<file path="config.mk">
export PLATFORM = sky130hd
export DESIGN_NAME = rep_string_seq_flat
export DESIGN_NICKNAME = d
export VERILOG_FILES = /design/src/rtl/exec_pkg.sv /design/src/rtl/rep_string_seq_if.sv /design/src/rtl/rep_term_chk.sv /design/src/rtl/rep_string_seq.sv /design/src/flat_wrapper.sv
export SDC_FILE = /design/constraint.sdc
export NUM_CORES = 1
export LEC_CHECK = 0
export BUFFER_PORTS_ARGS = -buffer_cell sky130_fd_sc_hd__buf_2
export CORE_UTILIZATION = 34
export DETAILED_ROUTE_END_ITERATION = 10
export HOLD_SLACK_MARGIN = 0.1
export PLACE_DENSITY = 0.62
export SLEW_MARGIN = 15
export SYNTH_ARGS = -nofsm -noshare
export SYNTH_HDL_FRONTEND = slang
export SYNTH_SLANG_ARGS = --single-unit
</file>
<file path="constraint.sdc">
create_clock -name clk -period 6.3 [get_ports clk]
set_input_delay 0.63 -clock clk [delete_from_list [all_inputs] [get_ports clk]]
set_output_delay 0.63 -clock clk [all_outputs]
set_load 0.01 [all_outputs]
</file>
<file path="src/rtl/exec_pkg.sv">
// exec_pkg: shared execute-stage definitions.
// Contents:
//   - string-instruction kind and repeat-prefix enums
//   - rep_string_seq FSM state enum
//   - alu1 opcode codes
//   - operand-size codes
//   - EFLAGS bit indices
//   - normalisation helpers that fold the reserved encodings
package exec_pkg;

    typedef enum logic [1:0] {
        StrMovs = 2'b00,
        StrCmps = 2'b01,
        StrStos = 2'b10,
        StrRsvd = 2'b11
    } str_kind_e;

    typedef enum logic [1:0] {
        RepNone = 2'b00,
        RepE    = 2'b01,
        RepNe   = 2'b10,
        RepRsvd = 2'b11
    } rep_mode_e;

    typedef enum logic [2:0] {
        StIdle,
        StCheck,
        StRdSrc,
        StRdDst,
        StWrDst,
        StUpdSrc,
        StUpdDst,
        StDone
    } seq_state_e;

    // alu1 opcodes
    localparam logic [3:0] AluOpPass    = 4'b0000;
    localparam logic [3:0] AluOpOr      = 4'b0001;
    localparam logic [3:0] AluOpAnd     = 4'b0010;
    localparam logic [3:0] AluOpXor     = 4'b0011;
    localparam logic [3:0] AluOpSal     = 4'b0100;
    localparam logic [3:0] AluOpSar     = 4'b0101;
    localparam logic [3:0] AluOpShr     = 4'b0110;
    localparam logic [3:0] AluOpAdd     = 4'b1000;
    localparam logic [3:0] AluOpSub     = 4'b1001;
    localparam logic [3:0] AluOpPtrStep = 4'b1010;

    // Operand sizes
    localparam logic [1:0] OpSizeByte  = 2'b00;
    localparam logic [1:0] OpSizeWord  = 2'b01;
    localparam logic [1:0] OpSizeDword = 2'b10;

    // EFLAGS bit positions inside cmps_flags
    localparam int unsigned FlagCf = 0;
    localparam int unsigned FlagPf = 1;
    localparam int unsigned FlagAf = 2;
    localparam int unsigned FlagZf = 3;
    localparam int unsigned FlagSf = 4;
    localparam int unsigned FlagOf = 5;

    // The reserved kind behaves as STOS.
    function automatic str_kind_e norm_kind(logic [1:0] k);
        return (k == 2'b11) ? StrStos : str_kind_e'(k);
    endfunction

    // The reserved prefix behaves as no prefix.
    function automatic rep_mode_e norm_rep(logic [1:0] r);
        return (r == 2'b11) ? RepNone : rep_mode_e'(r);
    endfunction

endpackage

</file>
<file path="src/rtl/rep_string_seq_if.sv">
// rep_string_seq_if: memory read/write request handshake between the string
// sequencer and the memory stage.
// Signals:
//   mem_rd_req  read request, held until acknowledged
//   mem_rd_sel  read address source: 0 = ESI, 1 = EDI
//   mem_wr_req  write request to [EDI], held until acknowledged
//   mem_rd_ack  read data valid on mem_out this cycle
//   mem_wr_ack  write accepted this cycle
// Modports:
//   master  the sequencer side
//   slave   the memory side
interface rep_string_seq_if;

    logic mem_rd_req;
    logic mem_rd_sel;
    logic mem_wr_req;
    logic mem_rd_ack;
    logic mem_wr_ack;

    modport master (
        output mem_rd_req,
        output mem_rd_sel,
        output mem_wr_req,
        input  mem_rd_ack,
        input  mem_wr_ack
    );

    modport slave (
        input  mem_rd_req,
        input  mem_rd_sel,
        input  mem_wr_req,
        output mem_rd_ack,
        output mem_wr_ack
    );

endinterface

</file>
<file path="src/rtl/rep_term_chk.sv">
// rep_term_chk: combinational termination logic for REP-prefixed string
// instructions.
// Inputs:
//   rep_mode  latched (normalised) repeat prefix
//   str_kind  latched (normalised) instruction kind
//   ecx_q     current internal count
//   zf_q      ZF captured from the last CMPS compare
// Outputs:
//   rep_active       a repeat prefix is in effect
//   stop_at_check    count exhausted before the next iteration
//   stop_after_iter  retire once the current iteration has finished
module rep_term_chk
    import exec_pkg::*;
#(
    parameter int unsigned DW = 32
) (
    input  rep_mode_e         rep_mode,
    input  str_kind_e         str_kind,
    input  logic [DW-1:0]     ecx_q,
    input  logic              zf_q,
    output logic              rep_active,
    output logic              stop_at_check,
    output logic              stop_after_iter
);

    logic is_cmps;

    always_comb begin
        is_cmps       = (str_kind == StrCmps);
        rep_active    = (rep_mode == RepE) || (rep_mode == RepNe);
        stop_at_check = rep_active && (ecx_q == '0);
        // REPE/REPNE only look at ZF for CMPS; MOVS/STOS repeat on count alone.
        stop_after_iter = !rep_active
                        || (is_cmps && (rep_mode == RepE) && !zf_q)
                        || (is_cmps && (rep_mode == RepNe) && zf_q);
    end

endmodule

</file>
<file path="src/rtl/rep_string_seq.sv">
// rep_string_seq: execute-stage sequencer for MOVS/CMPS/STOS, with optional
// REP/REPE/REPNE prefixes.
//
// Ports:
//   clk, rst         clock and synchronous active-high reset
//   start            launch pulse from decode; ignored while busy
//   str_kind         00 MOVS, 01 CMPS, 10 STOS, 11 treated as STOS
//   rep_mode         00 none, 01 REP/REPE, 10 REPNE, 11 treated as none
//   ecx_in           ECX value sampled at start
//   stall            freezes the FSM and counters and suppresses strobes
//   mem              memory request handshake (master side)
//   cmps_zf          ZF from alu1 cmps_flags, valid with the EDI read ack
//   busy             high from the cycle after start through done
//   latch_mem        load mem_out_latched (ESI operand read ack)
//   ld_cmps_flags    commit cmps_flags (EDI operand read ack)
//   alu1_op          alu1 opcode (pointer step during UPD states)
//   alu1_op_size     alu1 operand size, always dword
//   alu_sr1_sel      alu1 sr1 source: 0 ESI, 1 EDI
//   ld_esi, ld_edi   write alu_res1 back to ESI / EDI
//   ld_ecx, ecx_out  write the decremented count back to ECX
//   done             one-cycle retire pulse
module rep_string_seq
    import exec_pkg::*;
#(
    parameter int unsigned DW          = 32,
    parameter logic [3:0]  OP_PTR_STEP = AluOpPtrStep,
    parameter logic [1:0]  OP_SIZE_DW  = OpSizeDword
) (
    input  logic                    clk,
    input  logic                    rst,
    input  logic                    start,
    input  logic [1:0]              str_kind,
    input  logic [1:0]              rep_mode,
    input  logic [DW-1:0]           ecx_in,
    input  logic                    stall,
    rep_string_seq_if.master        mem,
    input  logic                    cmps_zf,
    output logic                    busy,
    output logic                    latch_mem,
    output logic                    ld_cmps_flags,
    output logic [3:0]              alu1_op,
    output logic [1:0]              alu1_op_size,
    output logic                    alu_sr1_sel,
    output logic                    ld_esi,
    output logic                    ld_edi,
    output logic                    ld_ecx,
    output logic [DW-1:0]           ecx_out,
    output logic                    done
);

    seq_state_e    state_q, state_d;
    str_kind_e     kind_q, kind_d;
    rep_mode_e     rep_q, rep_d;
    logic [DW-1:0] ecx_q, ecx_d;
    logic          zf_q, zf_d;

    // Registered outputs, decoded from the next state so they line up with state_q.
    logic          busy_q;
    logic          rd_req_q;
    logic          rd_sel_q;
    logic          wr_req_q;
    logic [3:0]    alu1_op_q;
    logic          alu_sr1_sel_q;
    logic          ld_esi_q;
    logic          ld_edi_q;
    logic          ld_ecx_q;
    logic [DW-1:0] ecx_out_q;
    logic          done_q;

    logic          rep_active;
    logic          stop_at_check;
    logic          stop_after_iter;

    rep_term_chk #(
        .DW (DW)
    ) u_term_chk (
        .rep_mode        (rep_q),
        .str_kind        (kind_q),
        .ecx_q           (ecx_q),
        .zf_q            (zf_q),
        .rep_active      (rep_active),
        .stop_at_check   (stop_at_check),
        .stop_after_iter (stop_after_iter)
    );

    // Next-state logic; a stall holds everything, so acks seen during a stall are dropped.
    always_comb begin
        state_d = state_q;
        kind_d  = kind_q;
        rep_d   = rep_q;
        ecx_d   = ecx_q;
        zf_d    = zf_q;
        if (!stall) begin
            unique case (state_q)
                StIdle: begin
                    if (start) begin
                        kind_d  = norm_kind(str_kind);
                        rep_d   = norm_rep(rep_mode);
                        ecx_d   = ecx_in;
                        state_d = StCheck;
                    end
                end
                StCheck: begin
                    if (stop_at_check) begin
                        state_d = StDone;
                    end else if (kind_q == StrStos) begin
                        state_d = StWrDst;
                    end else begin
                        state_d = StRdSrc;
                    end
                end
                StRdSrc: begin
                    if (mem.mem_rd_ack) begin
                        state_d = (kind_q == StrCmps) ? StRdDst : StWrDst;
                    end
                end
                StRdDst: begin
                    if (mem.mem_rd_ack) begin
                        zf_d    = cmps_zf;
                        state_d = StUpdSrc;
                    end
                end
                StWrDst: begin
                    if (mem.mem_wr_ack) begin
                        state_d = (kind_q == StrStos) ? StUpdDst : StUpdSrc;
                    end
                end
                StUpdSrc: begin
                    state_d = StUpdDst;
                end
                StUpdDst: begin
                    if (rep_active) begin
                        ecx_d = ecx_q - DW'(1);
                    end
                    state_d = stop_after_iter ? StDone : StCheck;
                end
                StDone: begin
                    state_d = StIdle;
                end
                default: begin
                    state_d = StIdle;
                end
            endcase
        end
    end

    always_ff @(posedge clk) begin
        if (rst) begin
            state_q       <= StIdle;
            kind_q        <= StrMovs;
            rep_q         <= RepNone;
            ecx_q         <= '0;
            zf_q          <= 1'b0;
            busy_q        <= 1'b0;
            rd_req_q      <= 1'b0;
            rd_sel_q      <= 1'b0;
            wr_req_q      <= 1'b0;
            alu1_op_q     <= AluOpPass;
            alu_sr1_sel_q <= 1'b0;
            ld_esi_q      <= 1'b0;
            ld_edi_q      <= 1'b0;
            ld_ecx_q      <= 1'b0;
            ecx_out_q     <= '0;
            done_q        <= 1'b0;
        end else begin
            state_q       <= state_d;
            kind_q        <= kind_d;
            rep_q         <= rep_d;
            ecx_q         <= ecx_d;
            zf_q          <= zf_d;
            busy_q        <= (state_d != StIdle);
            rd_req_q      <= (state_d == StRdSrc) || (state_d == StRdDst);
            rd_sel_q      <= (state_d == StRdDst);
            wr_req_q      <= (state_d == StWrDst);
            alu1_op_q     <= ((state_d == StUpdSrc) || (state_d == StUpdDst)) ?
                             OP_PTR_STEP : AluOpPass;
            alu_sr1_sel_q <= (state_d == StUpdDst);
            ld_esi_q      <= (state_d == StUpdSrc);
            ld_edi_q      <= (state_d == StUpdDst);
            // Entering UPD_DST only from WR_DST/UPD_SRC, where ecx_d == ecx_q.
            ld_ecx_q      <= (state_d == StUpdDst) && rep_active;
            ecx_out_q     <= ((state_d == StUpdDst) && rep_active) ? (ecx_d - DW'(1)) : '0;
            done_q        <= (state_d == StDone);
        end
    end

    assign mem.mem_rd_req = rd_req_q;
    assign mem.mem_rd_sel = rd_sel_q;
    assign mem.mem_wr_req = wr_req_q;

    assign busy          = busy_q;
    assign alu1_op       = alu1_op_q;
    assign alu1_op_size  = OP_SIZE_DW;
    assign alu_sr1_sel   = alu_sr1_sel_q;
    assign ecx_out       = ecx_out_q;

    // Write-back strobes and done are suppressed for the duration of a stall.
    assign ld_esi        = ld_esi_q & ~stall;
    assign ld_edi        = ld_edi_q & ~stall;
    assign ld_ecx        = ld_ecx_q & ~stall;
    assign done          = done_q & ~stall;
    assign latch_mem     = (state_q == StRdSrc) & mem.mem_rd_ack & ~stall;
    assign ld_cmps_flags = (state_q == StRdDst) & mem.mem_rd_ack & ~stall;

endmodule
</file>
<file path="src/flat_wrapper.sv">
// flat-port wrapper written by rule: the top's interface ports become plain ports
module rep_string_seq_flat import exec_pkg::*;
#(
    parameter int unsigned DW          = 32,
    parameter logic [3:0]  OP_PTR_STEP = AluOpPtrStep,
    parameter logic [1:0]  OP_SIZE_DW  = OpSizeDword
)
  (clk, rst, start, str_kind, rep_mode, ecx_in, stall, cmps_zf, busy, latch_mem, ld_cmps_flags, alu1_op, alu1_op_size, alu_sr1_sel, ld_esi, ld_edi, ld_ecx, ecx_out, done, mem_mem_rd_req, mem_mem_rd_sel, mem_mem_wr_req, mem_mem_rd_ack, mem_mem_wr_ack);
  rep_string_seq_if mem_i ();
  input  logic clk;
  input  logic rst;
  input  logic start;
  input  logic [1:0] str_kind;
  input  logic [1:0] rep_mode;
  input  logic [DW-1:0] ecx_in;
  input  logic stall;
  input  logic cmps_zf;
  output logic busy;
  output logic latch_mem;
  output logic ld_cmps_flags;
  output logic [3:0] alu1_op;
  output logic [1:0] alu1_op_size;
  output logic alu_sr1_sel;
  output logic ld_esi;
  output logic ld_edi;
  output logic ld_ecx;
  output logic [DW-1:0] ecx_out;
  output logic done;
  output wire logic [$bits(mem_i.mem_rd_req)-1:0] mem_mem_rd_req;
  output wire logic [$bits(mem_i.mem_rd_sel)-1:0] mem_mem_rd_sel;
  output wire logic [$bits(mem_i.mem_wr_req)-1:0] mem_mem_wr_req;
  input wire logic [$bits(mem_i.mem_rd_ack)-1:0] mem_mem_rd_ack;
  input wire logic [$bits(mem_i.mem_wr_ack)-1:0] mem_mem_wr_ack;
  assign mem_mem_rd_req = mem_i.mem_rd_req;
  assign mem_mem_rd_sel = mem_i.mem_rd_sel;
  assign mem_mem_wr_req = mem_i.mem_wr_req;
  assign mem_i.mem_rd_ack = mem_mem_rd_ack;
  assign mem_i.mem_wr_ack = mem_mem_wr_ack;
  rep_string_seq #(.DW(DW), .OP_PTR_STEP(OP_PTR_STEP), .OP_SIZE_DW(OP_SIZE_DW)) u_core (.clk(clk), .rst(rst), .start(start), .str_kind(str_kind), .rep_mode(rep_mode), .ecx_in(ecx_in), .stall(stall), .mem(mem_i), .cmps_zf(cmps_zf), .busy(busy), .latch_mem(latch_mem), .ld_cmps_flags(ld_cmps_flags), .alu1_op(alu1_op), .alu1_op_size(alu1_op_size), .alu_sr1_sel(alu_sr1_sel), .ld_esi(ld_esi), .ld_edi(ld_edi), .ld_ecx(ld_ecx), .ecx_out(ecx_out), .done(done));
endmodule
</file>
==> reports/results.tsv <==
stage	metric	value	unit
die	DIE HEIGHT	123.3	um
setup_path	Critical Path Sink	u_core.ecx_out[29]$_SDFF_PP0_	
yosys	post-synthesis sequential area ratio	0.3241	
clock_network	CTS tree	yes	
clock_network	clk sinks	81	
yosys	Synth Register Bits	81	
placement	input/output buffers	87	
die	die width	123.3	um
setup_path	Critical Path Sink Type	flip-flop	
cells_and_area	synth-to-layout area growth	15.43	%
setup_path	reg2reg end	u_core.ecx_out[29]$_SDFF_PP0_	
clock_network	worst skew pair latency	0.35	ns
yosys	top-count cell post-synth	nor2_1	
yosys	most frequent cells after synthesis	nor2_1 (87), dfxtp_1 (81), nand2_1 (36)	
die	die area	15210	um^2
setup_path	Startpoint Class	flip-flop	
setup_path	crit path cell chain	inv_1 -> ha_1 -> nor4_4 -> nand4_1 -> o41ai_1 -> o21ai_0 -> a21oi_1 -> nand4_4 -> nor4_2 -> mux2_1	
power	Peak VDD IR	0.1412	mV
yosys	syn avg cell area	8.395	um^2
sta	clock skew	0.005677	ns
die	Initial Utilization	0.3550	
sta	Setup TNS Final	0	ns
setup_path	FF-to-FF path depth	10	
placement	Place WS	2.092	ns
yosys	Netlist Area Pre-Place	5004	um^2
grt	GRT overflow	0	
grt	global-route wire length before repair	22580	um
yosys	asr flop ratio synth	0	
sta	Final Hold Fails	0	
placement	final RePlAce weighted congestion	0.9107	
cells_and_area	ant diodes	0	
min_path	Hold Path Class	flip-flop to flip-flop	
yosys	cell taking the most area after synthesis	dfxtp_1	
sta	final setup fails	0	
route	Remaining DRCs	0	
route	final WL	14410	um
clock_network	Clock transition at path regs	0.06	ns
cells_and_area	layout cells sized above 1	0.2227	
sta	Slew Limit Fails	0	
route	Post-DRT Antenna Nets	0	
route	vias per cell	5.663	
placement	post-detail-place hpwl	10390	um
yosys	Gate Count Post-Synth	596	
setup_path	CP peak stage delay	0.54	ns
sta	Final WS setup	2.419	ns
yosys	synth unique cells	91	
die	# rows	43	
power	Pwr Total	0.001423	W
setup_path	R2R Setup Slk	2.42	ns
clock_network	H-tree depth	3	
cells_and_area	Final nets	702	
clock_network	number of gates resized after cts	0	
route	Vias	4757	
setup_path	CP max FO	18	
die	core area	14100	um^2
clock_network	cell at the root of the clock tree	clkbuf_16	
sta	Slew @ Worst Pin	0.9255	ns
sta	Max Fclk	257.7	MHz
sta	RSZ-0062 raised after global routing	false	
yosys	Yosys top cell area share	0.3241	
setup_path	CP Data Arrival Time	4.12	ns
clock_network	CTS Buffer Depth	2	
setup_path	R2R Path Start	u_core.rep_q[0]$_SDFFE_PP0P_	
setup_path	slowest CP cell	nor4_4	
power	Leakage	2.371	nW
outcome	status	complete, no violations	
power	Cell Pwr Density	246.4	nW/um^2
clock_network	cts hold-fix bufs	0	
sta	fin crit period	3.881	ns
setup_path	WS Path Type	flip-flop to flip-flop	
sta	Relative slew margins	0.3779	
clock_network	Post-CTS Setup Inserts	0	
setup_path	Critical Path RT	6.54	ns
die	Top Ports	92	
route	1st-iter DRT viols	346	
setup_path	crit path from	u_core.rep_q[0]$_SDFFE_PP0P_	
clock_network	CTS Buf Count	9	
grt	largest net degree at the start of global routing	42	
yosys	Ys Warns	0	
grt	initial antenna violation count	0	
sta	part of the cycle the worst path needs	0.6160	
flow_run	Max-cap violations	0	
yosys	synth top area cells	dfxtp_1 (32%), nor2_1 (6.5%), mux2i_1 (3.2%)	
yosys	Post-synth EDFFs	0	
yosys	main flop type after synthesis	dfxtp_1	
cells_and_area	Finished Core Util	0.4097	
route	DRT Pass-1 Iters	5	
grt	vias in the first global route	4337	
route	Avg WL per Cell	17.16	um
grt	GRT Resource Usage Total	0.1963	
## sequential cells by signal, indices dropped and copies added (netlist names)
register / count
u_core.alu1_op: 1
u_core.alu_sr1_sel: 1
u_core.busy: 1
u_core.done_q: 1
u_core.ecx_out: 32
u_core.ecx_q: 32
u_core.kind_q: 2
u_core.ld_ecx_q: 1
u_core.ld_esi_q: 1
u_core.mem.mem_rd_req: 1
u_core.mem.mem_rd_sel: 1
u_core.mem.mem_wr_req: 1
u_core.rep_q: 2
u_core.state_q: 3
u_core.zf_q: 1
## through the flow
stage	cells	cell area (um^2)	hold slack, ns
2_1_floorplan	598	5011	0.4486
3_3_place_gp	824	5475	0.4627
3_5_place_dp	824	5475	0.4705
4_1_cts	840	5772	0.4789
5_1_grt	840	5776	0.4938
6_report	840	5776	0.4818
## worst min path at each step
stage,start,end,slack (ns),cells after the start
floorplan,u_core.rep_q[1]$_SDFFE_PP0P_,u_core.rep_q[1]$_SDFFE_PP0P_,0.45,2
global placement,u_core.rep_q[0]$_SDFFE_PP0P_,u_core.rep_q[0]$_SDFFE_PP0P_,0.46,2
detailed placement,u_core.rep_q[1]$_SDFFE_PP0P_,u_core.rep_q[1]$_SDFFE_PP0P_,0.47,2
CTS,u_core.rep_q[1]$_SDFFE_PP0P_,u_core.rep_q[1]$_SDFFE_PP0P_,0.48,2
global route,u_core.rep_q[1]$_SDFFE_PP0P_,u_core.rep_q[1]$_SDFFE_PP0P_,0.49,2
finish,u_core.rep_q[1]$_SDFFE_PP0P_,u_core.rep_q[1]$_SDFFE_PP0P_,0.48,2
## power by group
| group | switching, W | internal, W |
|---|---|---|
| sequential | 0.0000284 | 0.000528 |
| clock | 0.000213 | 0.000315 |
| combinational | 0.000215 | 0.000124 |
| total | 0.000456 | 0.000967 |
## cell type report
class	count	area, um^2
multi-input combinational	459	3122
tap	180	225.2
sequential	81	1622
fill	1456	8320
inverter	14	52.55
clock buffer	10	239.0
timing repair buffer	90	457.9
clock inverter	6	57.56
## kinds of logic (layout without fill, tap and decap cells)
kind of cell,count (synthesis),after routing,share of synthesized area
simple gates,294,294,0.3531
fa+ha+maj,4,4,0.01000
other cells,2,4,0.001501
mux,21,21,0.04326
flops,81,81,0.3241
compound gates,121,121,0.1876
buf+inv,58,120,0.05426
xor+xnor,15,15,0.02626
## layer usage
layer | vias to the layer above | global-route usage | routed length (um)
met5 | - | 0 | 0
met4 | 0 | 0.08584 | 348
met3 | 27 | 0.03321 | 757
met2 | 158 | 0.3135 | 6700
met1 | 2248 | 0.2589 | 6606
li1 | 2324 | - | -
## placed cells by master, fill, tap and decap left out, drive strengths merged, types with 5 or more instances in the layout
cell type	n
a21oi	27
or4	9
nand3b	5
a221oi	5
nor4	22
dfxtp	81
nor2b	7
mux2i	16
clkbuf	10
nor2	87
o21ai	18
mux2	5
o32ai	5
nand4	17
inv	14
and3	11
buf	90
o311a	6
nand3	19
o31a	5
or3	9
nor3	23
a22oi	6
nor3b	6
nor4b	5
nand2b	7
and2	12
nand2	36
xnor2	12
## critical path, delay by kind of cell, from the launching register on
family | cells | cell delay [ns]
AO/OA/AOI/OAI | 3 | 0.95
flip-flops | 1 | 0.35
AND/OR/NAND/NOR | 4 | 1.59
multiplexers | 1 | 0.34
adder cells (fa/ha/maj) | 1 | 0.47
buffers and inverters | 1 | 0.05
(Power assumes the default switching activity.)
